==> src/rtl/knight_rider_ctrl.sv <==
// knight_rider_ctrl: 8-LED "Knight Rider" scanner with two debounced push buttons.
//
// Parameters:
//   DEB_CNT  - cycles a synchronized button level must hold before it is accepted (>= 2)
//   BASE_DIV - step period in cycles at rate index 0 (>= 16, fits in 24 bits)
//
// Ports:
//   clk             in   single clock, rising edge
//   rst             in   asynchronous active-low reset
//   rate_ctrl       in   raw rate button (asynchronous, bouncy)
//   brightness_ctrl in   raw brightness button (asynchronous, bouncy)
//   leds[7:0]       out  registered LED drive, bit n = LED n
//   pos[2:0]        out  scanner head position
//   dir             out  scan direction, 0 = up, 1 = down
//   rate_idx[1:0]   out  rate setting; step period = BASE_DIV >> rate_idx
//   bright_lvl[2:0] out  head brightness; duty = (bright_lvl + 1) / 8
//
// Optional feature: define KR_CTRL_TRAIL_EN to add a dim trailing LED at the previous
// head position. Without it only the head is shown.
module knight_rider_ctrl #(
    parameter int unsigned DEB_CNT  = 1000,
    parameter int unsigned BASE_DIV = 250000
) (
    input  logic       clk,
    input  logic       rst,
    input  logic       rate_ctrl,
    input  logic       brightness_ctrl,
    output logic [7:0] leds,
    output logic [2:0] pos,
    output logic       dir,
    output logic [1:0] rate_idx,
    output logic [2:0] bright_lvl
);

    localparam int unsigned DebW = $clog2(DEB_CNT);
    localparam logic [DebW-1:0] DebMax = DebW'(DEB_CNT - 1);
    localparam logic [23:0] BaseDiv = 24'(BASE_DIV);

    typedef enum logic {StUp, StDown} dir_e;

    // Button vectors: bit 0 = rate, bit 1 = brightness.
    logic [1:0]            sync0_q, sync1_q;
    logic [1:0]            stable_q, stable_d;
    logic [1:0][DebW-1:0]  deb_cnt_q, deb_cnt_d;
    logic [1:0]            press;

    logic [23:0] presc_q, presc_d;
    logic [23:0] period_m1;
    logic        step;

    logic [2:0]  pwm_q, pwm_d;
    logic [1:0]  rate_idx_q, rate_idx_d;
    logic [2:0]  bright_lvl_q, bright_lvl_d;
    logic [2:0]  pos_q, pos_d;
    dir_e        dir_q, dir_d;
    logic [7:0]  leds_q, leds_d;

    // Debounce: count while the synced level differs from the accepted one; a rising
    // acceptance is the press pulse, emitted in the same cycle stable updates.
    always_comb begin
        stable_d  = stable_q;
        deb_cnt_d = '0;
        press     = '0;
        for (int i = 0; i < 2; i++) begin
            if (sync1_q[i] != stable_q[i]) begin
                if (deb_cnt_q[i] == DebMax) begin
                    stable_d[i] = sync1_q[i];
                    press[i]    = sync1_q[i];
                end else begin
                    deb_cnt_d[i] = deb_cnt_q[i] + 1'b1;
                end
            end
        end
    end

    // Step uses the period of the rate in force before any press in this cycle.
    assign period_m1 = (BaseDiv >> rate_idx_q) - 24'd1;
    assign step      = (presc_q == period_m1);

    always_comb begin
        presc_d = presc_q + 24'd1;
        if (press[0] || step) begin
            presc_d = '0;
        end
    end

    always_comb begin
        rate_idx_d   = rate_idx_q;
        bright_lvl_d = bright_lvl_q;
        if (press[0]) begin
            rate_idx_d = rate_idx_q + 2'd1;
        end
        if (press[1]) begin
            bright_lvl_d = bright_lvl_q + 3'd1;
        end
    end

    assign pwm_d = pwm_q + 3'd1;

    // Scan FSM: direction is the state, position bounces between 0 and 7.
    always_comb begin
        dir_d = dir_q;
        pos_d = pos_q;
        if (step) begin
            unique case (dir_q)
                StUp: begin
                    if (pos_q == 3'd7) begin
                        dir_d = StDown;
                        pos_d = 3'd6;
                    end else begin
                        pos_d = pos_q + 3'd1;
                    end
                end
                StDown: begin
                    if (pos_q == 3'd0) begin
                        dir_d = StUp;
                        pos_d = 3'd1;
                    end else begin
                        pos_d = pos_q - 3'd1;
                    end
                end
            endcase
        end
    end

`ifdef KR_CTRL_TRAIL_EN
    logic [2:0] prev_pos_q, prev_pos_d;

    assign prev_pos_d = step ? pos_q : prev_pos_q;

    always_ff @(posedge clk or negedge rst) begin
        if (!rst) begin
            prev_pos_q <= '0;
        end else begin
            prev_pos_q <= prev_pos_d;
        end
    end

    // Trail is lit only in PWM slot 0 (1/8 duty) and never on top of the head.
    always_comb begin
        leds_d = '0;
        if (pwm_q <= bright_lvl_q) begin
            leds_d = 8'd1 << pos_q;
        end
        if ((pwm_q == 3'd0) && (prev_pos_q != pos_q)) begin
            leds_d = leds_d | (8'd1 << prev_pos_q);
        end
    end
`else
    always_comb begin
        leds_d = '0;
        if (pwm_q <= bright_lvl_q) begin
            leds_d = 8'd1 << pos_q;
        end
    end
`endif

    always_ff @(posedge clk or negedge rst) begin
        if (!rst) begin
            sync0_q      <= '0;
            sync1_q      <= '0;
            stable_q     <= '0;
            deb_cnt_q    <= '0;
            presc_q      <= '0;
            pwm_q        <= '0;
            rate_idx_q   <= '0;
            bright_lvl_q <= 3'd7;
            pos_q        <= '0;
            dir_q        <= StUp;
            leds_q       <= '0;
        end else begin
            sync0_q      <= {brightness_ctrl, rate_ctrl};
            sync1_q      <= sync0_q;
            stable_q     <= stable_d;
            deb_cnt_q    <= deb_cnt_d;
            presc_q      <= presc_d;
            pwm_q        <= pwm_d;
            rate_idx_q   <= rate_idx_d;
            bright_lvl_q <= bright_lvl_d;
            pos_q        <= pos_d;
            dir_q        <= dir_d;
            leds_q       <= leds_d;
        end
    end

    assign leds       = leds_q;
    assign pos        = pos_q;
    assign dir        = (dir_q == StDown);
    assign rate_idx   = rate_idx_q;
    assign bright_lvl = bright_lvl_q;

endmodule

==> config.mk <==
export PLATFORM = sky130hd
export DESIGN_NAME = knight_rider_ctrl
export DESIGN_NICKNAME = d
export VERILOG_FILES = /design/src/rtl/knight_rider_ctrl.sv
export SDC_FILE = /design/constraint.sdc
export NUM_CORES = 1
export LEC_CHECK = 0
export CORE_MARGIN = 2
export CORE_UTILIZATION = 55
export CTS_CLUSTER_DIAMETER = 80
export CTS_CLUSTER_SIZE = 10
export DETAILED_ROUTE_END_ITERATION = 8
export PLACE_DENSITY = 0.75
export SYNTH_ARGS = -nofsm -noshare
export SYNTH_HDL_FRONTEND = slang
export SYNTH_SLANG_ARGS = --single-unit
==> constraint.sdc <==
create_clock -name clk -period 3.1 [get_ports clk]
set_clock_uncertainty 0.15 [all_clocks]
set_input_delay 0.62 -clock clk [delete_from_list [all_inputs] [get_ports clk]]
set_output_delay 0.62 -clock clk [all_outputs]
set_load 0.005 [all_outputs]
==> results of run 1 <==
-- timing repair --
| item | 4_1_cts | 5_1_grt |
|---|---|---|
| setup buffers | 0 | 0 |
| hold buffers | 0 | 0 |
| setup endpoints to repair | 0 | 10 |
| gates resized for setup | 0 | 1 |
-- critical path, delay by kind of cell, from the launching register on --
| family | cells | cell delay, ns |
|---|---|---|
| xor+xnor | 1 | 0.15 |
| fa+ha+maj | 2 | 0.45 |
| buf+inv | 2 | 0.23 |
| flops | 1 | 0.48 |
| mux | 1 | 0.33 |
| simple gates | 3 | 0.96 |
-- Yosys cell counts, types with 2 or more instances --
cell type	instances	share of area
mux2_1	2	0.0063
dfstp_2	3	0.022
xnor2_1	28	0.069
xor2_1	25	0.061
ha_1	24	0.084
and4_1	3	0.0074
nand4_1	10	0.018
inv_1	22	0.023
or3_1	4	0.0070
nor2_1	55	0.058
and3_1	10	0.018
buf_4	2	0.0042
nor4_1	2	0.0035
and2_1	3	0.0053
clkbuf_1	2	0.0021
o21ai_0	5	0.0070
nand3_1	16	0.022
nor3b_1	2	0.0042
a31oi_1	6	0.011
dfrtp_1	67	0.47
nand2_1	15	0.016
nor3_1	6	0.0084
or4_4	2	0.0063
nor2b_1	4	0.0070
a21oi_1	3	0.0042
-- power by group --
part           leakage, nW  internal [mW]  total, mW  switching (mW)
clock network        0.101          0.382      0.745           0.363
registers            0.930          0.921      0.929         0.00740
logic                0.820         0.0128     0.0398          0.0270
total                 1.85           1.32       1.71           0.397
-- per-stage QoR --
stage	setup WS, ns	cell area [sq um]	setup TNS [ns]	util
after CTS	0.2059	4050	0	0.6415
final	0.2320	4059	0	0.6429
after detailed placement	0.2137	3845	0	0.6090
after global routing	-0.009944	4059	-0.009944	0.6429
after floorplan	0.5283	3565	0	-
after global placement	0.3623	3845	0	0.6090
-- area by class of cell --
| class | count | area [sq um] |
|---|---|---|
| clock buffers | 9 | 123.9 |
| clock inverters | 7 | 81.33 |
| fillers | 505 | 2255 |
| inverters | 22 | 82.58 |
| multi-input cells | 243 | 1704 |
| flip-flops and latches | 70 | 1755 |
| well taps | 77 | 96.34 |
| repair buffers | 21 | 215.2 |
-- cell usage in the layout, fill, tap and decap left out, drive strengths merged, types with 2 or more instances in the layout --
cell           instances
ha                    24
and2                   3
clkbuf                 9
mux2                   4
xor2                  25
nor2b                  4
dfrtp                 67
clkdlybuf4s50         19
or3                    4
a31oi                  6
nor4                   3
nand3                 16
buf                    2
inv                   25
nor3                   6
clkinv                 2
and3                  11
nor2                  55
xnor2                 28
or4                    2
nor4b                  2
dfstp                  3
nor3b                  2
and4                   3
nand2                 15
a21oi                  3
o21ai                  5
nand4                 10
-- registers in the layout, summed over array words and instances, names as in the netlist --
register,count
bright_lvl,3
pwm_q,3
presc_q,24
pos,3
stable_q,2
sync0_q,2
sync1_q,2
leds,8
deb_cnt_q,20
dir,1
rate_idx,2
-- metal layers --
metal	part of all wire	routed length (um)	GRT usage	up-vias
met4	0.019	119	0.1010	0
met5	0	0	0	-
met3	0.028	172	0.03441	10
met2	0.50	3092	0.3107	38
met1	0.45	2781	0.2446	1191
li1	-	-	-	1196
-- cell families (layout without fill, tap and decap cells) --
| group | after synthesis | count (layout) | synth area share |
|---|---|---|---|
| AO/OA/AOI/OAI | 20 | 20 | 0.04107 |
| XOR/XNOR | 53 | 53 | 0.1302 |
| adder cells (fa/ha/maj) | 24 | 24 | 0.08424 |
| buffers and inverters | 28 | 59 | 0.03194 |
| flip-flops | 70 | 70 | 0.4925 |
| multiplexers | 4 | 4 | 0.01369 |
| AND/OR/NAND/NOR | 142 | 142 | 0.2064 |
-- final timing paths --
check	slack [ns]	endpoint	start	cells after the start
worst max-delay path	0.23	pos[1]	rate_idx[0]	9
worst max register to register	0.23	pos[1]	rate_idx[0]	9
worst min-delay path	0.18	leds[3]	rst	1
max in group asynchronous	1.92	bright_lvl[0]	rst	2
worst min register to register	0.22	sync1_q[1]	sync0_q[1]	0
min in group clk	0.22	sync1_q[1]	sync0_q[1]	0
==> run summary, run 1 <==
Async SR Flop Fraction: 1.000
Ports: 21
Final wirelength: 6165 um
Hold Vio Cnt, Final: 0
Worst-skew pair later-pin latency: 0.34 ns
Worst-path cell with the longest stage delay: nor4b_2
CP Capture Type: flop
Max-slew violations: 0
Final non-filler cell total: 449
DRC: 0
Fmax: 348.7 MHz
YS warnings: 0
Worst EP required: 3.18 ns
Final hold slack: 0.1786 ns
Placed cell count: 433
H-tree levels: 3
Clock sinks: 70
FP Rows: 29
#FFs+latches synth: 70
Outcome: finished clean
Total power: 1.714 mW
Mapped Area: 3565 sq um
Hold Crit Class: input pin to asynchronous set/reset pin
Largest net degree at the start of global routing: 40
Die width: 84.51 um
Least-Margin Pin Slew: 0.7704 ns
Sequential area share after synthesis: 0.4925
Die height: 84.51 um
Via density: 5.423
Clock Path Buffers: 2
Via count: 2,435
Crit path time final: 2.868 ns
Vias in the first global route: 2,437
Root Driver: clkbuf_8
Final worst-path cycle share: 0.9252
Worst vdd ir: 296.0 uV
Area grow syn2layout: 13.86%
First-pass GRT wire length: 10,870 um
Critical Path Source Type: flop
ANT nets after route: 0
Synth cell types: 45
Initial DRC count: 75
Crit path kind: flop to flop
Syn Inst Count: 341
Final HPWL DP: 4464 um
Placer Congestion: 0.8642
Total track usage: 0.1911
Total CTS buffers: 9
I/O Buffers: 20
Number of nets in the layout: 395
Crit Path Max Fanout: 7
Initial Util: 0.5646
Grt total ovfl: 0
Max_slew headroom: 0.4822
Antenna cells: 0
Worst path max stage delay: 0.54 ns
Max Cap Viol: 0
CTS tree: built
DR WL/cell: 13.73 um
Antenna violations before repair: 0
Avg Synthesized Cell Area: 10.45 sq um
Power density over the cells: 422.3 nW/um^2
EDFF count, synth: 0
Worst path cell trace: inv_1 > ha_1 > inv_1 > ha_1 > xor2_1 > nand4_1 > nor4b_2 > and3_2 > mux2_1
CP arrival: 2.94 ns
Final setup vio count: 0
Clock slew at reported path FFs: 0.08 ns
Core Area: 6314 sq um
Pleak: 1.850 nW
Layout cells sized above 1: 0.08602
Syn Nets: 369
Synth Flop Type: dfrtp_1
Die ar.: 7141 sq um
Pre-Repair DR Iteration Count: 4
(Power assumes the default switching activity.)
==> inputs of run 2 (changes only) <==
--- a/config.mk
+++ b/config.mk
@@ -7,10 +7,11 @@
 export LEC_CHECK = 0
 export CORE_MARGIN = 2
 export CORE_UTILIZATION = 55
-export CTS_CLUSTER_DIAMETER = 80
+export CTS_CLUSTER_DIAMETER = 120
 export CTS_CLUSTER_SIZE = 10
 export DETAILED_ROUTE_END_ITERATION = 8
 export PLACE_DENSITY = 0.75
 export SYNTH_ARGS = -nofsm -noshare
 export SYNTH_HDL_FRONTEND = slang
 export SYNTH_SLANG_ARGS = --single-unit
+export TNS_END_PERCENT = 20
==> results of run 2 <==
Same layout as run 1: the final DEF is identical, and so are final timing and power.
==> inputs of run 3 (changes only) <==
--- a/config.mk
+++ b/config.mk
@@ -10,7 +10,8 @@
 export CTS_CLUSTER_DIAMETER = 120
 export CTS_CLUSTER_SIZE = 10
 export DETAILED_ROUTE_END_ITERATION = 8
-export PLACE_DENSITY = 0.75
+export DONT_BUFFER_PORTS = 1
+export PLACE_DENSITY = 0.7
 export SYNTH_ARGS = -nofsm -noshare
 export SYNTH_HDL_FRONTEND = slang
 export SYNTH_SLANG_ARGS = --single-unit
==> run 3 against run 2 <==
- sequential power hardly changed
- count of clock-buffer cells in the layout rose by 1
- cell area fell by 3.9%
- maximum frequency grew 1.3%
- via count decreased by 2.0%
- core utilization is 2.5 points lower
- sequential cell count unchanged
- cell count shrank 4.2%
- register-to-register slack better by 0.04 ns
==> run summary, run 3 (synthesis gave the netlist of run 1 again) <==
Outcome: finished clean
Commonest non-fill, non-tap cell in the layout: dfrtp_1
Number of filler cells placed in the layout: 521 (+3.2%)
Sw Pwr: 369.2 uW (-7.1%)
R2R cell count: 9 (unchanged)
Switching part of the total power: 0.2011 (-0.03076)
Clock slew at reported path FFs: 0.07 ns (about the same)
Worst-skew pair later-pin latency: 0.35 ns (about the same)
Reg2reg setup slack: 0.27 ns (+0.04 ns)
Placer Congestion: 0.9242 (+6.9%)
Pleak: 1.797 nW (-2.9%)
Final setup vio count: 0 (unchanged)
Core Area: 6314 sq um (unchanged)
Worst path cell trace: inv_1 > ha_1 > inv_1 > ha_1 > xor2_1 > nand4_1 > nor4b_2 > and3_2 > mux2_1
Worst vdd ir: 322.9 uV (+9.1%)
Final instance area: 3902 sq um (-3.9%)
Largest net degree at the start of global routing: 71 (+78%)
Die height: 84.51 um (unchanged)
Total power: 1.835 mW (+7.1%)
DR WL/cell: 14.20 um (+3.5%)
Pre-CTS setup slack: 0.2724 ns (+0.05874 ns)
Worst EP required: 3.18 ns (about the same)
Clock sinks: 70 (unchanged)
Comb power frac: 0.020 (-0.003)
Crit Path Max Fanout: 7 (unchanged)
Internal power: 1.466 mW (+11%)
Critical Path Source Type: flop
CTS tree: built
Initial Util: 0.5646 (unchanged)
Grt total ovfl: 0 (unchanged)
I/O Buffers: 0 (-100%)
Die ar.: 7141 sq um (unchanged)
DRC: 0 (unchanged)
Max-slew violations: 0 (unchanged)
Area of the multi-input gates: 1695 sq um (-0.51%)
CP arrival: 2.91 ns (-0.03 ns)
Clock Path Buffers: 2 (unchanged)
Least-Margin Pin Slew: 0.7638 ns (-0.006588 ns)
Leading cell types in the layout, fill and taps excluded: 67 x dfrtp_1, 55 x nor2_1, 28 x xnor2_1, 25 x xor2_1, 24 x ha_1
Via density: 5.549 (+2.3%)
ANT nets after route: 0 (unchanged)
Max_slew headroom: 0.4866 (+0.004429)
Number of nets in the layout: 376 (-4.8%)
Worst-path cell with the longest stage delay: dfrtp_1
H-tree levels: 3 (unchanged)
FF+latch area: 1755 sq um (unchanged)
Root Driver: clkbuf_8
Area grow syn2layout: 9.477%
Reg2reg end: pos[1]
Via count: 2,386 (-2.0%)
Clk pwr share: 0.473 (+0.038)
Final wirelength: 6108 um (-0.92%)
Layout cells sized above 1: 0.08782 (+0.001797)
Initial DRC count: 109 (+45%)
Antenna violations before repair: 0 (unchanged)
Total CTS buffers: 9 (unchanged)
Ports: 21 (unchanged)
Hold Vio Cnt, Final: 0 (unchanged)
FP Rows: 29 (unchanged)
Most flop-heavy register: presc_q
Pre-Repair DR Iteration Count: 4 (unchanged)
Crit path time final: 2.830 ns (-0.03785 ns)
Total track usage: 0.1889 (-0.002214)
Max Cap Viol: 0 (unchanged)
Setup WS post-layout: 0.2698 ns (+0.03785 ns)
CP Capture Type: flop
FF-to-FF Start: rate_idx[0]
Final HPWL DP: 4201 um (-5.9%)
RSZ-0062 raised after global routing: false
Post-DP Area: 3637 sq um (-5.4%)
Final worst-path cycle share: 0.9130 (-0.01221)
Fmax: 353.3 MHz (+1.3%)
Largest register FFs: 24 (unchanged)
Final TNS setup: 0 ns (unchanged)
Hold Crit Class: input pin to asynchronous set/reset pin
Crit path kind: flop to flop
Vias in the first global route: 2,269 (-6.9%)
Antenna cells: 0 (unchanged)
Power density over the cells: 470.3 nW/um^2 (+11%)
Sequential power share: 0.506 (-0.036)
First-pass GRT wire length: 10,670 um (-1.8%)
Die width: 84.51 um (unchanged)
Worst path max stage delay: 0.48 ns (-0.06 ns)
Final hold slack: 0.001311 ns (-0.1773 ns)
[run 3: power by group through the flow]
stage          registers [mW]  logic, mW  clock network (mW)
6_report                0.929     0.0375               0.868
5_1_grt                 0.930     0.0442               0.924
4_1_cts                 0.929     0.0396               0.889
3_5_place_dp            0.947     0.0180                   0
3_3_place_gp            0.946     0.0169                   0
2_1_floorplan           0.945     0.0146                   0
[run 3: worst max-delay path by stage]
stage           startpoint  endpoint  slack (ns)  depth (start not counted)
3_5_place_dp   rate_idx[0]    pos[1]        0.27                          9
4_1_cts        rate_idx[0]    pos[1]        0.27                          9
6_report       rate_idx[0]    pos[1]        0.27                          9
2_1_floorplan  rate_idx[0]    pos[1]        0.53                          7
3_3_place_gp   rate_idx[1]    pos[1]        0.41                          7
5_1_grt        rate_idx[0]    pos[1]        0.09                          9
[run 3: cell type report]
type,count,share of cell area
tap,77,0.02469
timing repair buffer,2,0.008977
clock buffer,10,0.03270
clock inverter,6,0.02821
sequential,70,0.4498
multi-input combinational,243,0.4344
inverter,22,0.02116
[run 3: worst max-delay path: cells and delay by family, from the launching register on]
family                     cells  cell delay (ns)
muxes                          1             0.33
xor gates and xnor gates       1             0.14
adders and majority gates      2             0.46
buffers and inverters          2             0.25
and+or+nand+nor                3             0.89
DFF                            1             0.48
[run 3: repair_timing]
action,4_1_cts,5_1_grt
endpoints found under the hold margin,70,0
hold buffers,1,0
resized for setup,0,0
buffers inserted,0,0
[run 3: per-stage QoR]
stage,utilization,std cells
4_1_cts,0.6181,430
3_5_place_dp,0.5761,413
3_3_place_gp,0.5761,413
6_report,0.6181,430
5_1_grt,0.6181,430
2_1_floorplan,-,341
[run 3: per-layer routing]
metal  vias to the layer above  GRT usage  wire length [um]
met3                         9    0.04818               247
met5                         -          0                 0
met2                        45     0.2999              2873
met1                      1168     0.2500              2889
li1                       1164          -                 -
met4                         0    0.07359                98
